<file path="config.mk">
export PLATFORM = sky130hd
export DESIGN_NAME = traffic_light_controller_actuated
export DESIGN_NICKNAME = d
export VERILOG_FILES = /design/src/rtl/traffic_light_controller_actuated.sv
export SDC_FILE = /design/constraint.sdc
export NUM_CORES = 1
export LEC_CHECK = 0
export ABC_AREA = 1
export ABC_CLOCK_PERIOD_IN_PS = 3400
export BUFFER_PORTS_ARGS = -buffer_cell sky130_fd_sc_hd__buf_2
export CAP_MARGIN = 20
export CORE_UTILIZATION = 55
export DETAILED_ROUTE_END_ITERATION = 7
export PLACE_DENSITY = 0.78
export SLEW_MARGIN = 20
export SYNTH_ARGS = -nofsm -noshare
export SYNTH_HDL_FRONTEND = slang
export SYNTH_SLANG_ARGS = --single-unit
</file>
<file path="constraint.sdc">
create_clock -name clk -period 3.4 [get_ports clk]
set_clock_uncertainty 0.1 [all_clocks]
set_input_delay 0.34 -clock clk [delete_from_list [all_inputs] [get_ports clk]]
set_output_delay 0.34 -clock clk [all_outputs]
set_load 0.01 [all_outputs]
</file>
<file path="src/rtl/traffic_light_controller_actuated.sv">
// traffic_light_controller_actuated: actuated two-way intersection controller with gap-out, all-red clearance, ped walk and night flash
module traffic_light_controller_actuated #(
  parameter int TIMER_W       = 8,
  parameter int GREEN_MIN     = 4,
  parameter int GREEN_MAX     = 10,
  parameter int YELLOW_TIME   = 2,
  parameter int ALLRED_TIME   = 1,
  parameter int PED_WALK_TIME = 3,
  parameter int FLASH_HALF    = 2
) (
  input  logic       clk,
  input  logic       reset_n,
  input  logic       ns_car,
  input  logic       ew_car,
  input  logic       ns_ped_req,
  input  logic       ew_ped_req,
  input  logic       flash_mode,
  output logic [2:0] NS,
  output logic [2:0] EW,
  output logic       ns_walk,
  output logic       ew_walk,
  output logic [2:0] phase
);
  typedef enum logic [2:0] {
    NS_GREEN  = 3'd0,
    NS_YELLOW = 3'd1,
    NS_ALLRED = 3'd2,
    EW_GREEN  = 3'd3,
    EW_YELLOW = 3'd4,
    EW_ALLRED = 3'd5,
    FLASH     = 3'd6
  } state_t;
  localparam logic [TIMER_W-1:0] G_MIN = TIMER_W'(GREEN_MIN - 1);
  localparam logic [TIMER_W-1:0] G_MAX = TIMER_W'(GREEN_MAX - 1);
  localparam logic [TIMER_W-1:0] Y_END = TIMER_W'(YELLOW_TIME - 1);
  localparam logic [TIMER_W-1:0] R_END = TIMER_W'(ALLRED_TIME - 1);
  localparam logic [TIMER_W-1:0] F_END = TIMER_W'(FLASH_HALF - 1);
  localparam logic [TIMER_W-1:0] WALK  = TIMER_W'(PED_WALK_TIME);
  state_t state_q, state_d;
  logic [TIMER_W-1:0] elapsed_q, elapsed_d;
  logic ns_pend_q, ns_pend_d, ew_pend_q, ew_pend_d;
  logic ns_act_q, ns_act_d, ew_act_q, ew_act_d;
  logic flash_on_q, flash_on_d;
  logic enter, ns_enter, ew_enter, half_end;
  always_comb begin
    state_d = state_q;
    unique case (state_q)
      NS_GREEN:  if ((elapsed_q >= G_MIN && (ew_car | ew_pend_q)) || elapsed_q == G_MAX) state_d = NS_YELLOW;
      NS_YELLOW: if (elapsed_q == Y_END) state_d = NS_ALLRED;
      NS_ALLRED: if (elapsed_q == R_END) state_d = flash_mode ? FLASH : EW_GREEN;
      EW_GREEN:  if ((elapsed_q >= G_MIN && (ns_car | ns_pend_q)) || elapsed_q == G_MAX) state_d = EW_YELLOW;
      EW_YELLOW: if (elapsed_q == Y_END) state_d = EW_ALLRED;
      EW_ALLRED: if (elapsed_q == R_END) state_d = flash_mode ? FLASH : NS_GREEN;
      FLASH:     if (!flash_mode) state_d = EW_ALLRED;
      default:   state_d = NS_GREEN;
    endcase
    enter    = state_d != state_q;
    ns_enter = enter && state_d == NS_GREEN;
    ew_enter = enter && state_d == EW_GREEN;
    // in FLASH the elapsed counter doubles as the half-period timer
    half_end   = state_q == FLASH && !enter && elapsed_q == F_END;
    elapsed_d  = (enter || half_end) ? '0 : elapsed_q + 1'b1;
    flash_on_d = (enter && state_d == FLASH) ? 1'b1 : half_end ? ~flash_on_q : flash_on_q;
    ns_pend_d  = ns_enter ? 1'b0 : ns_pend_q | ns_ped_req;
    ew_pend_d  = ew_enter ? 1'b0 : ew_pend_q | ew_ped_req;
    ns_act_d   = ns_enter ? ns_pend_q | ns_ped_req : ns_act_q;
    ew_act_d   = ew_enter ? ew_pend_q | ew_ped_req : ew_act_q;
  end
  always_ff @(posedge clk or negedge reset_n) begin
    if (!reset_n) begin
      state_q    <= NS_GREEN;
      elapsed_q  <= '0;
      ns_pend_q  <= 1'b0;
      ew_pend_q  <= 1'b0;
      ns_act_q   <= 1'b0;
      ew_act_q   <= 1'b0;
      flash_on_q <= 1'b1;
    end else begin
      state_q    <= state_d;
      elapsed_q  <= elapsed_d;
      ns_pend_q  <= ns_pend_d;
      ew_pend_q  <= ew_pend_d;
      ns_act_q   <= ns_act_d;
      ew_act_q   <= ew_act_d;
      flash_on_q <= flash_on_d;
    end
  end
  always_comb begin
    NS = 3'b100;
    EW = 3'b100;
    unique case (state_q)
      NS_GREEN:  NS = 3'b001;
      NS_YELLOW: NS = 3'b010;
      EW_GREEN:  EW = 3'b001;
      EW_YELLOW: EW = 3'b010;
      FLASH: begin
        NS = flash_on_q ? 3'b010 : 3'b000;
        EW = flash_on_q ? 3'b100 : 3'b000;
      end
      default: ;
    endcase
    ns_walk = state_q == NS_GREEN && ns_act_q && elapsed_q < WALK;
    ew_walk = state_q == EW_GREEN && ew_act_q && elapsed_q < WALK;
    phase   = state_q;
  end
endmodule
</file>
== Yosys cells after proc, flatten, opt, wreduce, memory -nomap -nowiden ==
Cells that the tools add are included.

* Register bits: 16
* Output and inout bits: 11
* Bits of input ports: 7
* Word-level logic and storage cells: 64

* Reduce and logical (&&, ||, !) cells: 19
* Order comparisons: 2
* Add/subtract/negate cells: 1
* Eq/ne operators: 11
* Muxes and demuxes: 19
* Bitwise gates (word level): 5

{| class="wikitable"
|+ Operators by type and width
! cell !! number
|-
| $mux 3 || 10
|-
| $pmux 3 s7 || 1
|-
| $pmux 3 s3 || 2
|-
| $eq 3x3->1 const B || 4
|-
| $logic_and 1x1->1 || 11
|-
| $eq 3x2->1 const B || 3
|-
| $add 8x1->8 const B || 1
|-
| $eq 8x1->1 const B || 1
|-
| $eq 8x4->1 const B || 1
|-
| $ge 8x2->1 const B || 1
|-
| $logic_not 8->1 || 1
|-
| $lt 8x2->1 const B || 1
|-
| $mux 8 || 1
|-
| $logic_not 3->1 || 2
|-
| $mux 1 || 4
|-
| $or 1x1->1 || 4
|-
| $eq 3x1->1 const B || 1
|-
| $logic_or 1x1->1 || 3
|-
| $ne 3x3->1 || 1
|-
| $mux 2 || 1
|-
| $reduce_bool 2->1 || 1
|-
| $logic_not 1->1 || 1
|-
| $not 1->1 || 1
|}

== Longest topological paths before layout ==
* Word-level depth: 11
* Mapped depth: 12
* Gate-level depth less buffers: 12

== Least setup slack after synthesis ==
No wires, ideal clock.

* Path type: register to register
* Start point: register elapsed_q[0]
* End point: register elapsed_q[0]
* Data required time: 3179 ps
* Setup time: 121 ps
* Path slack: 1640 ps
* Cell stages (with the launch flop): 12
* Arrival: 1539 ps
* Period minus slack after synthesis: 1760 ps
* Path buffers: 0
* Cell sequence: dfrtp_1 > ha_1 > inv_1 > nand2_1 > o21ai_0 > nand3_1 > nand2_1 > nand2_2 > nor2_1 > nor2_1 > nand3_2 > nor2_1

* Longest elaborated chain between the ends: 11
* Elaborated cells on any way between the ends: 22
* Classes of those cells: add/sub: 1; order compare: 1; eq/ne: 3; mux: 8; reduce/logical: 9

{| class="wikitable"
|+ Ends and longest elaborated chain
! item !! RTL line !! RTL
|-
| start: declaration || 40 || <nowiki>logic [TIMER_W-1:0] elapsed_q, elapsed_d;</nowiki>
|-
| start signal: assignment || 80 || <nowiki>elapsed_q <= elapsed_d;</nowiki>
|-
| $ge 8x2->1 || 48, 51 ||
|-
| $logic_and 1x1->1, on equally long branches || 51, 48 ||
|-
| $logic_or 1x1->1, on equally long branches || 51, 48 ||
|-
| $mux 3, on equally long branches || 51, 48 ||
|-
| $pmux 3 s7 * || 47 || <nowiki>unique case (state_q)</nowiki>
|-
| named net state_d[2] || 39 || <nowiki>state_t state_q, state_d;</nowiki>
|-
| $ne 3x3->1 * || 57 || <nowiki>enter = state_d != state_q;</nowiki>
|-
| $logic_not 1->1 || 61 || <nowiki>half_end = state_q == FLASH && !enter && elapsed_q == F_END;</nowiki>
|-
| $logic_and 1x1->1 (2 in a row) || 61 ||
|-
| $logic_or 1x1->1 * || 62 || <nowiki>elapsed_d = (enter || half_end) ? '0 : elapsed_q + 1'b1;</nowiki>
|-
| $mux 8 * || 62 ||
|-
| named net elapsed_d[0] || 40 ||
|}

Mark *: on every way through the listed nets, which the timed path passes. The rest lies on a longest branch.
A chain may end at the register's enable or synchronous reset.

== Worst setup path in the final report ==
* Start point: register elapsed_q[0]
* End point: output ns_walk

* Longest elaborated chain between the ends: 2

{| class="wikitable"
|+ Ends and longest elaborated chain
! item !! RTL line !! RTL
|-
| $lt 8x2->1 || 102 || <nowiki>ns_walk = state_q == NS_GREEN && ns_act_q && elapsed_q < WALK;</nowiki>
|-
| $logic_and 1x1->1 || 102 ||
|-
| end: declaration || 20 || <nowiki>output logic ns_walk,</nowiki>
|}

Every way passes these cells.

==> flow_summary.json <==
{
  "status": "finished, final reports clean",
  "cts_buffer_depth": 2,
  "die_y_um": 45.6,
  "crit_path_frequent_cell": "inv_1",
  "async_flop_share": 1.00,
  "grt_max_degree": 17,
  "cts.sinks": 16,
  "p_leak_nw": 0.631,
  "cts_made_buffers": 3,
  "crit_arrival_ns": 1.63,
  "nFillCells": 155,
  "die_x_um": 45.6,
  "path_cells": "ha_1 > inv_1 > nand2_1 > nor2_1 > inv_1 > nor4_1 > buf_2",
  "synth-main-ff-cell": "dfrtp_1",
  "r2r_cells": 11,
  "finish.net_count": 176,
  "layout-drive-gt1-share": 0.224,
  "path_class": "flop to output port",
  "drc_errors": 0,
  "critPathCaptureType": "output port",
  "core_um2": 1760,
  "synth-seq-cells": 16,
  "die-area_um2": 2080,
  "post-place-ws_ns": 1.44,
  "tightest_slew_ns": 0.377,
  "r2r_slack_ns": 1.42,
  "timing.rr.end": "elapsed_q[5]",
  "grt_pass1_wl_mm": 3.33,
  "finalWorstSetupSlack_ns": 1.33,
  "netlist_area_um2": 1050,
  "first_iter_violations": 25,
  "via_count": 919,
  "finalHoldViolations": 0,
  "seqCellArea_um2": 402,
  "overflow": 0,
  "drv_slew": 0,
  "yosysSeqAreaShare": 0.384,
  "timing.rr.start": "elapsed_q[0]",
  "period_minus_slack_ns": 2.07,
  "grt_pass1_vias": 781,
  "p_per_area_nw_per_um2": 907,
  "port-buffer-count": 17,
  "finish.utilization": 0.678,
  "start_util": 0.594,
  "holdPathEnd": "ew_pend_q",
  "cts_tree": "yes",
  "insertion_delay_ns": 0.28,
  "synthTopCellsByArea": "dfrtp_1 (36%), nand2_1 (10%), nor2_1 (9.3%)",
  "cts.clk_slew.worst_paths_ns": 0.09,
  "area_growth_pct": 14.2,
  "ant_nets": 0,
  "totalWireLength_mm": 2.02,
  "syn-num-nets": 154,
  "required_ns": 2.96,
  "synth_edf_count": 0,
  "hold_class": "input pin to flop",
  "cp_slowest_stage_delay_ns": 0.44,
  "routed_via_density": 4.84,
  "hpwl_mm": 1.65,
  "avgSynthCellArea_um2": 7.27,
  "yosys.cell_count.top_type": "nand2_1",
  "crit_buf_inv": 3,
  "hold_depth": 3,
  "root_buffer": "clkbuf_4",
  "finalSetupTns_ns": 0,
  "period_share": 0.608,
  "wl_per_cell_um": 10.6,
  "rsz0062_at_grt": "false",
  "multi_input_area_um2": 542,
  "synth_cells": 144,
  "pin_count": 18,
  "grt_util_all_layers": 0.228,
  "start_kind": "flop",
  "ys_top_cells_by_count": "nand2_1 (28), nor2_1 (26), inv_1 (23), dfrtp_1 (15), o21ai_0 (11)",
  "htreeDepth": 1,
  "clock.fmax_mhz": 484,
  "peakVddDrop_uv": 574,
  "crit_fanout": 5,
  "ys_warn_count": 0,
  "antenna_found_initial": 0,
  "antenna_cells": 0,
  "cpMaxStageDelayCell": "dfrtp_1",
  "place.gp.congestion": 0.872,
  "worstHoldStart": "ew_ped_req",
  "ctsResizeCount": 0,
  "final_cell_area_um2": 1200,
  "yosysTopAreaCell": "dfrtp_1",
  "synth_top_cell_area_share": 0.358,
  "finalSetupViolCount": 0,
  "path_delay_family": "flip-flops",
  "place_area_um2": 1150,
  "row_count": 15,
  "maxCapViolCount": 0,
  "dr.pass1.iters": 4,
  "synth.distinct_cells": 25,
  "slew_headroom": 0.749
}
==> through the flow <==
step                std cells  hold slack [ns]  total power, mW
floorplan                 144          -0.0556            0.809
global placement          185            0.164            0.954
detailed placement        185            0.166            0.966
CTS                       190            0.173             1.10
global route              190            0.181             1.21
finish                    190            0.180             1.08
==> timing repair <==
action | 4_1_cts | 5_1_grt
endpoints found under the hold margin | 15 | 0
buffers inserted | 0 | 0
hold buffers | 1 | 0
==> layer usage <==
layer,vias to the layer above,track usage,wire [um]
met5,-,0,0
met4,0,0.0909,13
met3,2,0.0357,70
met2,19,0.334,929
met1,405,0.336,1010
li1,493,-,-
==> where the power goes <==
group	internal [mW]	switching [mW]	leakage, nW
Combinational	0.235	0.402	0.410
Clock	0.0652	0.0588	0.0210
Sequential	0.254	0.0700	0.200
Total	0.554	0.531	0.631
==> final cells by class <==
| class | count | area share |
|---|---|---|
| multi-input cells | 103 | 0.453 |
| well taps | 25 | 0.0262 |
| flip-flops and latches | 16 | 0.336 |
| clock buffers | 4 | 0.0303 |
| inverters | 24 | 0.0753 |
| repair buffers | 18 | 0.0795 |
==> flip-flops by register name, summed over array words and instances (netlist names) <==
signal,flops
ew_pend_q,1
ew_act_q,1
ns_act_q,1
phase,3
elapsed_q,8
ns_pend_q,1
flash_on_q,1
==> layout by cell type, fill, tap and decap left out <==
cell,count
nor2_4,2
nor2_2,4
nand3b_1,1
inv_1,23
o22ai_1,1
dlygate4sd3_1,1
xor2_1,2
nand3_1,6
o2111ai_1,1
clkbuf_4,3
a21oi_1,2
dfstp_2,1
nand4_1,2
buf_2,17
xor2_2,1
ha_1,3
xnor2_1,2
inv_2,1
nand3_2,2
dfrtp_1,15
nor4_1,1
clkbuf_8,1
o21ai_0,11
nand2_2,3
nand2_1,28
nor2_1,26
nor3_1,3
or2_2,2
==> cells by family (layout without fill, tap and decap cells) <==
| logic type | after synthesis | after routing | share of synthesized area |
|---|---|---|---|
| simple gates | 80 | 80 | 0.356 |
| buf+inv | 25 | 46 | 0.0992 |
| flops | 16 | 16 | 0.384 |
| compound gates | 15 | 15 | 0.0765 |
| xor+xnor | 5 | 5 | 0.0490 |
| fa+ha+maj | 3 | 3 | 0.0358 |
==> worst reg2reg max path, cell delays in order, from the launching register on <==
cell and delay, ns:
dfrtp_1 0.44, ha_1 0.26, inv_1 0.06, nand2_1 0.06, o21ai_0 0.23, nand3_1 0.10, nand2_1 0.10, nand2_2 0.08
nor2_1 0.15, nor2_1 0.08, nand3_2 0.15, nor2_1 0.07
==> worst max path at each step <==
stage	endpoint	depth (start not counted)	slack (ns)	start
after floorplan	elapsed_q[0]	11	1.64	elapsed_q[0]
after global placement	elapsed_q[3]	11	1.48	elapsed_q[0]
after detailed placement	elapsed_q[0]	11	1.44	elapsed_q[0]
after CTS	ns_walk	7	1.32	elapsed_q[0]
after global routing	elapsed_q[5]	11	1.18	elapsed_q[0]
final	ns_walk	7	1.33	elapsed_q[0]
Note: power is estimated with default switching activity, not from simulation.
